## config.mk

```make
export PLATFORM = sky130hd
export DESIGN_NAME = mux_pipe_stage_32bit
export DESIGN_NICKNAME = d
export VERILOG_FILES = /design/src/rtl/mux_pipe_stage_32bit.sv
export SDC_FILE = /design/constraint.sdc
export NUM_CORES = 1
export LEC_CHECK = 0
export ABC_AREA = 0
export BUFFER_PORTS_ARGS = -buffer_cell sky130_fd_sc_hd__buf_2
export CORE_MARGIN = 2
export CORE_UTILIZATION = 50
export CTS_BUF_LIST = sky130_fd_sc_hd__clkbuf_4
export CTS_CLUSTER_DIAMETER = 120
export DETAILED_ROUTE_END_ITERATION = 16
export PLACE_DENSITY = 0.78
export SYNTH_ARGS = -nofsm -noshare
export SYNTH_HDL_FRONTEND = slang
export SYNTH_SLANG_ARGS = --single-unit
```

## constraint.sdc

```tcl
create_clock -name clk -period 1.7 [get_ports clk]
set_input_delay 0 -clock clk [delete_from_list [all_inputs] [get_ports clk]]
set_output_delay 0 -clock clk [all_outputs]
set_load 0.005 [all_outputs]
```

## src/rtl/mux_pipe_stage_32bit.sv

```systemverilog
// 2:1 mux into a registered output with a 2-entry skid buffer.
// Ports: clk, rst (sync, high), in0/in1/sel/in_valid/in_ready upstream,
//   out/out_sel/out_valid/out_ready downstream; out_parity when
//   MUX_PIPE_STAGE_PARITY_EN is defined.
module mux_pipe_stage_32bit #(
  parameter int WIDTH = 32
) (
  input  logic             clk,
  input  logic             rst,
  input  logic [WIDTH-1:0] in0,
  input  logic [WIDTH-1:0] in1,
  input  logic             sel,
  input  logic             in_valid,
  output logic             in_ready,
  output logic [WIDTH-1:0] out,
  output logic             out_sel,
  output logic             out_valid,
`ifdef MUX_PIPE_STAGE_PARITY_EN
  output logic             out_parity,
`endif
  input  logic             out_ready
);

  localparam logic [1:0] EMPTY = 2'd0;
  localparam logic [1:0] BUSY  = 2'd1;
  localparam logic [1:0] FULL  = 2'd2;

  logic [1:0]       state;
  logic [1:0]       state_d;
  logic [WIDTH-1:0] skid;
  logic [WIDTH-1:0] skid_d;
  logic             skid_sel;
  logic             skid_sel_d;
  logic [WIDTH-1:0] out_d;
  logic             out_sel_d;
  logic [WIDTH-1:0] chosen;
  logic             accept;
  logic             pop;

  assign chosen = sel ? in1 : in0;
  assign accept = in_valid & in_ready;
  assign pop    = out_valid & out_ready;

  always_comb begin
    state_d    = state;
    out_d      = out;
    out_sel_d  = out_sel;
    skid_d     = skid;
    skid_sel_d = skid_sel;
    unique case (state)
      EMPTY: begin
        if (accept) begin
          state_d   = BUSY;
          out_d     = chosen;
          out_sel_d = sel;
        end
      end
      BUSY: begin
        if (accept && pop) begin
          out_d     = chosen;
          out_sel_d = sel;
        end else if (accept) begin
          state_d    = FULL;
          skid_d     = chosen;
          skid_sel_d = sel;
        end else if (pop) begin
          state_d = EMPTY;
        end
      end
      FULL: begin
        // in_ready is low here, so only a pop can happen
        if (pop) begin
          state_d   = BUSY;
          out_d     = skid;
          out_sel_d = skid_sel;
        end
      end
      default: state_d = EMPTY;
    endcase
  end

  always_ff @(posedge clk) begin
    if (rst) begin
      state     <= EMPTY;
      out       <= '0;
      out_sel   <= 1'b0;
      out_valid <= 1'b0;
      skid      <= '0;
      skid_sel  <= 1'b0;
      in_ready  <= 1'b0;
    end else begin
      state     <= state_d;
      out       <= out_d;
      out_sel   <= out_sel_d;
      out_valid <= (state_d != EMPTY);
      skid      <= skid_d;
      skid_sel  <= skid_sel_d;
      // registered ready: no combinational path from out_ready
      in_ready  <= (state_d != FULL);
    end
  end

`ifdef MUX_PIPE_STAGE_PARITY_EN
  always_ff @(posedge clk) begin
    if (rst) out_parity <= 1'b0;
    else     out_parity <= ^out_d;
  end
`endif

endmodule

```

## Word level (Yosys, flattened, before mapping)

Index checks and enable logic that the tools add are counted.

- Equal/unequal tests: 6
- Mux-type cells: 15
- Bitwise gates (word level): 3
- Reduce and logical (&&, ||, !) cells: 6

Operator list:

| operator | count |
|---|---|
| $mux 32 | 4 |
| $pmux 32 s3 | 1 |
| $mux 2 | 5 |
| $ne 2x2->1 const B | 4 |
| $pmux 2 s3 | 1 |
| $reduce_and 4->1 | 1 |
| $mux 1 | 3 |
| $pmux 1 s3 | 1 |
| $reduce_and 3->1 | 1 |
| $reduce_bool 3->1 | 1 |
| $and 1x1->1 | 2 |
| $eq 2x1->1 const B | 1 |
| $eq 2x2->1 const B | 1 |
| $logic_not 2->1 | 1 |
| $reduce_bool 2->1 | 1 |
| $logic_and 1x1->1 | 1 |
| $not 1->1 | 1 |

- Bits in registers: 70
- Bits of input ports: 69
- Output and inout port bits: 35
- Word-level logic and storage cells: 37

## Longest topological paths before layout

- Depth after elaboration: 6
- Mapped depth: 7
- Mapped depth without buffers: 4

## Worst setup path before layout

Ideal clock, no wire load.

- Path type: register -> register
- From: register in_ready
- To: register out[30]
- Library setup time: 0.137 ns
- Arrival time: 1.260 ns
- Required time: 1.563 ns
- Slack: 0.303 ns
- Cell stages (with the launch flop): 7
- Path buffers: 2
- Period minus slack after synthesis: 1.397 ns
- Cells stage by stage: dfxtp_1 nand4_1 or2_2 clkbuf_1 buf_2 nand3_1 a21oi_1

- Cells in the longest elaborated chain, start to end: 4
- Elaborated cells between the ends (all ways): 5
- Those cells by class: eq/ne: 2; bitwise: 1; reduce/logical: 2

Ends and longest elaborated chain:

| element | line | RTL |
|---|---|---|
| start, declared | 14 | `output logic in_ready,` |
| start signal, assigned | 99 | `in_ready <= (state_d != FULL);` |
| $and 1x1->1 * | 41 | `assign accept = in_valid & in_ready;` |
| $logic_and 1x1->1 | 59 | `if (accept && pop) begin` |
| $ne 2x2->1 (no source line) | -- |  |
| $reduce_and 4->1 (no source line) * | -- |  |
| end signal, assigned | 93 | `out <= out_d;` |
| end, declared | 15 | `output logic [WIDTH-1:0] out,` |

Mark *: on every way between the ends. The rest lies on a longest branch, timed or not.
A chain may end at the register's enable or synchronous reset.

## Worst setup path in the final report

- From: register state[1]
- To: register out[13]

- Cells in the longest elaborated chain, start to end: 3
- Elaborated cells between the ends (all ways): 9
- Those cells by class: eq/ne: 5; mux: 1; reduce/logical: 3

Ends and longest elaborated chain:

| element | line | RTL |
|---|---|---|
| start, declared | 28 | `logic [1:0] state;` |
| start signal, assigned | 92 | `state <= state_d;` |
| $eq 2x1->1, or another cell as far along | 50 | `unique case (state)` |
| $ne 2x2->1 (no source line) / $reduce_bool 3->1 (equally long branches) | -- |  |
| $reduce_and 4->1 (no source line) | -- |  |

Parallel ways exist; a longest one is shown, timed or not.

==> reports/metrics.yaml <==
outcome:
  status: "finished, final reports clean"
cts:
  cts-resized-gates: 0
  cts_hold_buf: 40
  clock_latency_ns: 0.42
  post-cts-setup-buffers: 0
  clkSinkCount: 70
  clkSlewWorstSetupHoldPaths_ns: 0.11
  cts.htree.levels: 3
  clock_tree.buffer_depth: 2
  root_buffer: "clkbuf_4"
  cts_tree: "yes"
  numCtsBuffers: 9
worst_setup_path:
  path_max_fanout: 11
  start_kind: "register"
  cp.arrival_ns: 1.96
  endpoint_kind: "register"
  crit_type: "register to register"
  crit_required_ns: 2.04
  r2r_slack_ns: 0.08
routing:
  vias_per_cell: 5.59
  wl_per_cell_um: 15.3
  ant_nets: 0
  drtIter0Drc: 199
  wl_um: 9110
  num_vias: 3324
  drc_errors: 0
  dr.pass1.iters: 4
worst_hold_path:
  hold_class: "input port to register"
place:
  io_buffers: 103
  dp_hpwl_um: 5770
  gp_congestion: 0.839
  post_dp_cell_area_um2: 4090
  dp_cells: 540
logic_synthesis:
  syn_nets: 431
  synth-edff-count: 0
  yosysUniqueCellTypes: 28
  avgSynthCellArea_um2: 9.70
  ys_seq_area_share_pct: 39.9
  yosys_warnings: 0
  synthCells: 362
  synth_area_um2: 3510
  synth-seq-cells: 70
  synthArstFlopShare_pct: 0
  synth_top_flop_cell: "dfxtp_1"
die:
  initial_core_util_pct: 51.7
  rows: 30
  die_w_um: 87.8
  io_pins: 104
  fp.dieH_um: 87.8
  coreArea_um2: 6790
  die_area_um2: 7710
cells_and_area:
  final_area_um2: 4620
  antenna_cells: 0
  area_growth_pct: 31.6
  multi_input_area_um2: 1840
  final_common_cell: "buf_2"
  final_cell_mix: "buf_2 (103), dfxtp_1 (70), dlygate4sd3_1 (40)"
  nFillCells: 517
  drive_gt1_share_pct: 40.5
  final_util_pct: 68.0
  layout.nets: 564
  final-seq-area_um2: 1400
  stdcell_count: 595
global_routing:
  grt_pass1_vias: 3025
  grt_pass1_wl_um: 14200
  grt_max_degree: 35
  grt_usage_pct: 23.6
  overflow: 0
  antenna_found_initial: 0
pwr:
  p_int_mw: 2.53
  p_seq_share_pct: 50.5
  p_leak_nw: 1.91
  power.net_switching_mw: 1.01
  p_comb_share_pct: 20.2
  ir_drop_mv: 0.652
  switching_share_pct: 28.5
  power_per_cell_area_nw_per_um2: 764
  clockPowerShare_pct: 29.3
timing:
  grt_setup_unrepaired: "false"
  fin_skew_ns: 0.0187
  worstMarginPinSlew_ns: 0.599
  clock.fmax_mhz: 617
  finalSetupTns_ns: 0
  timing.final.max_slew_violations: 0
  fin_crit_sh_pct: 95.3
  maxSlewHeadroom_pct: 60.1
  fin_crit_ns: 1.62
  final-setup-viol-count: 0
  fin_hold_ws_ns: 0.00626
  finalHoldViolCount: 0
job:
  cap_violations: 0
metal layers:
| metal | GRT usage [%] | share of wire [%] |
|---|---|---|
| met1 | 30.7 | 43 |
| met2 | 38.6 | 50 |
| met3 | 4.34 | 5.2 |
| met4 | 9.79 | 1.8 |
| met5 | 0 | 0 |
Yosys cell counts (all sizes together), types with 2 or more instances:
| master | instances | share of area, % |
|---|---|---|
| nor3 | 2 | 0.29 |
| dfxtp | 70 | 40 |
| a211oi | 32 | 6.8 |
| nand2 | 37 | 4.0 |
| a21o | 2 | 0.43 |
| nand3 | 33 | 8.8 |
| a21oi | 36 | 8.2 |
| o221ai | 32 | 8.0 |
| nor2 | 34 | 3.6 |
| buf | 30 | 6.7 |
| mux2i | 33 | 9.4 |
| clkbuf | 11 | 1.2 |
layout make-up:
cell class,instances,share of cell area (%)
Sequential cell,70,30.3
Tap cell,96,2.60
Timing Repair Buffer,163,24.4
Multi-Input combinational cell,251,39.8
Clock inverter,6,1.38
Clock buffer,9,1.46
sequential cells by signal (all words and copies together), names as in the netlist:
name / flops
out_valid: 1
skid: 32
out_sel: 1
skid_sel: 1
out: 32
state: 2
in_ready: 1
path summary, 6_finish.rpt:
check	cells after the start	from	to
max	5	state[1]	out[13]
min	3	in0[29]	skid[29]
max reg2reg	5	state[1]	out[13]
min reg2reg	2	out[1]	out[1]
stage by stage:
step                worst slack [ns]  total power, mW
floorplan                      0.303             2.23
global placement               0.203             2.42
detailed placement             0.122             2.44
CTS                           0.0917             3.54
global route                  0.0336             3.68
finish                        0.0794             3.53
cell families after synthesis:
family | share of synthesized area, %
buffers and inverters | 7.91
AOI/OAI and AO/OA | 24.6
DFF | 39.9
muxes | 9.73
and+or+nand+nor | 17.9
worst max-delay path, cell delays in order, from the launching register on:
cell and delay (ns):
dfxtp_1 0.47, nand3b_1 0.23, o22a_2 0.38, buf_4 0.25, nand3_2 0.09, a21oi_2 0.13
power groups by stage:
stage	logic, mW	clock network (mW)	registers [mW]
final	0.714	1.03	1.78
after global placement	0.603	0	1.82
after floorplan	0.411	0	1.82
after CTS	0.706	1.05	1.78
after detailed placement	0.622	0	1.82
after global routing	0.779	1.11	1.79
Power figures use the tool's default switching activity.
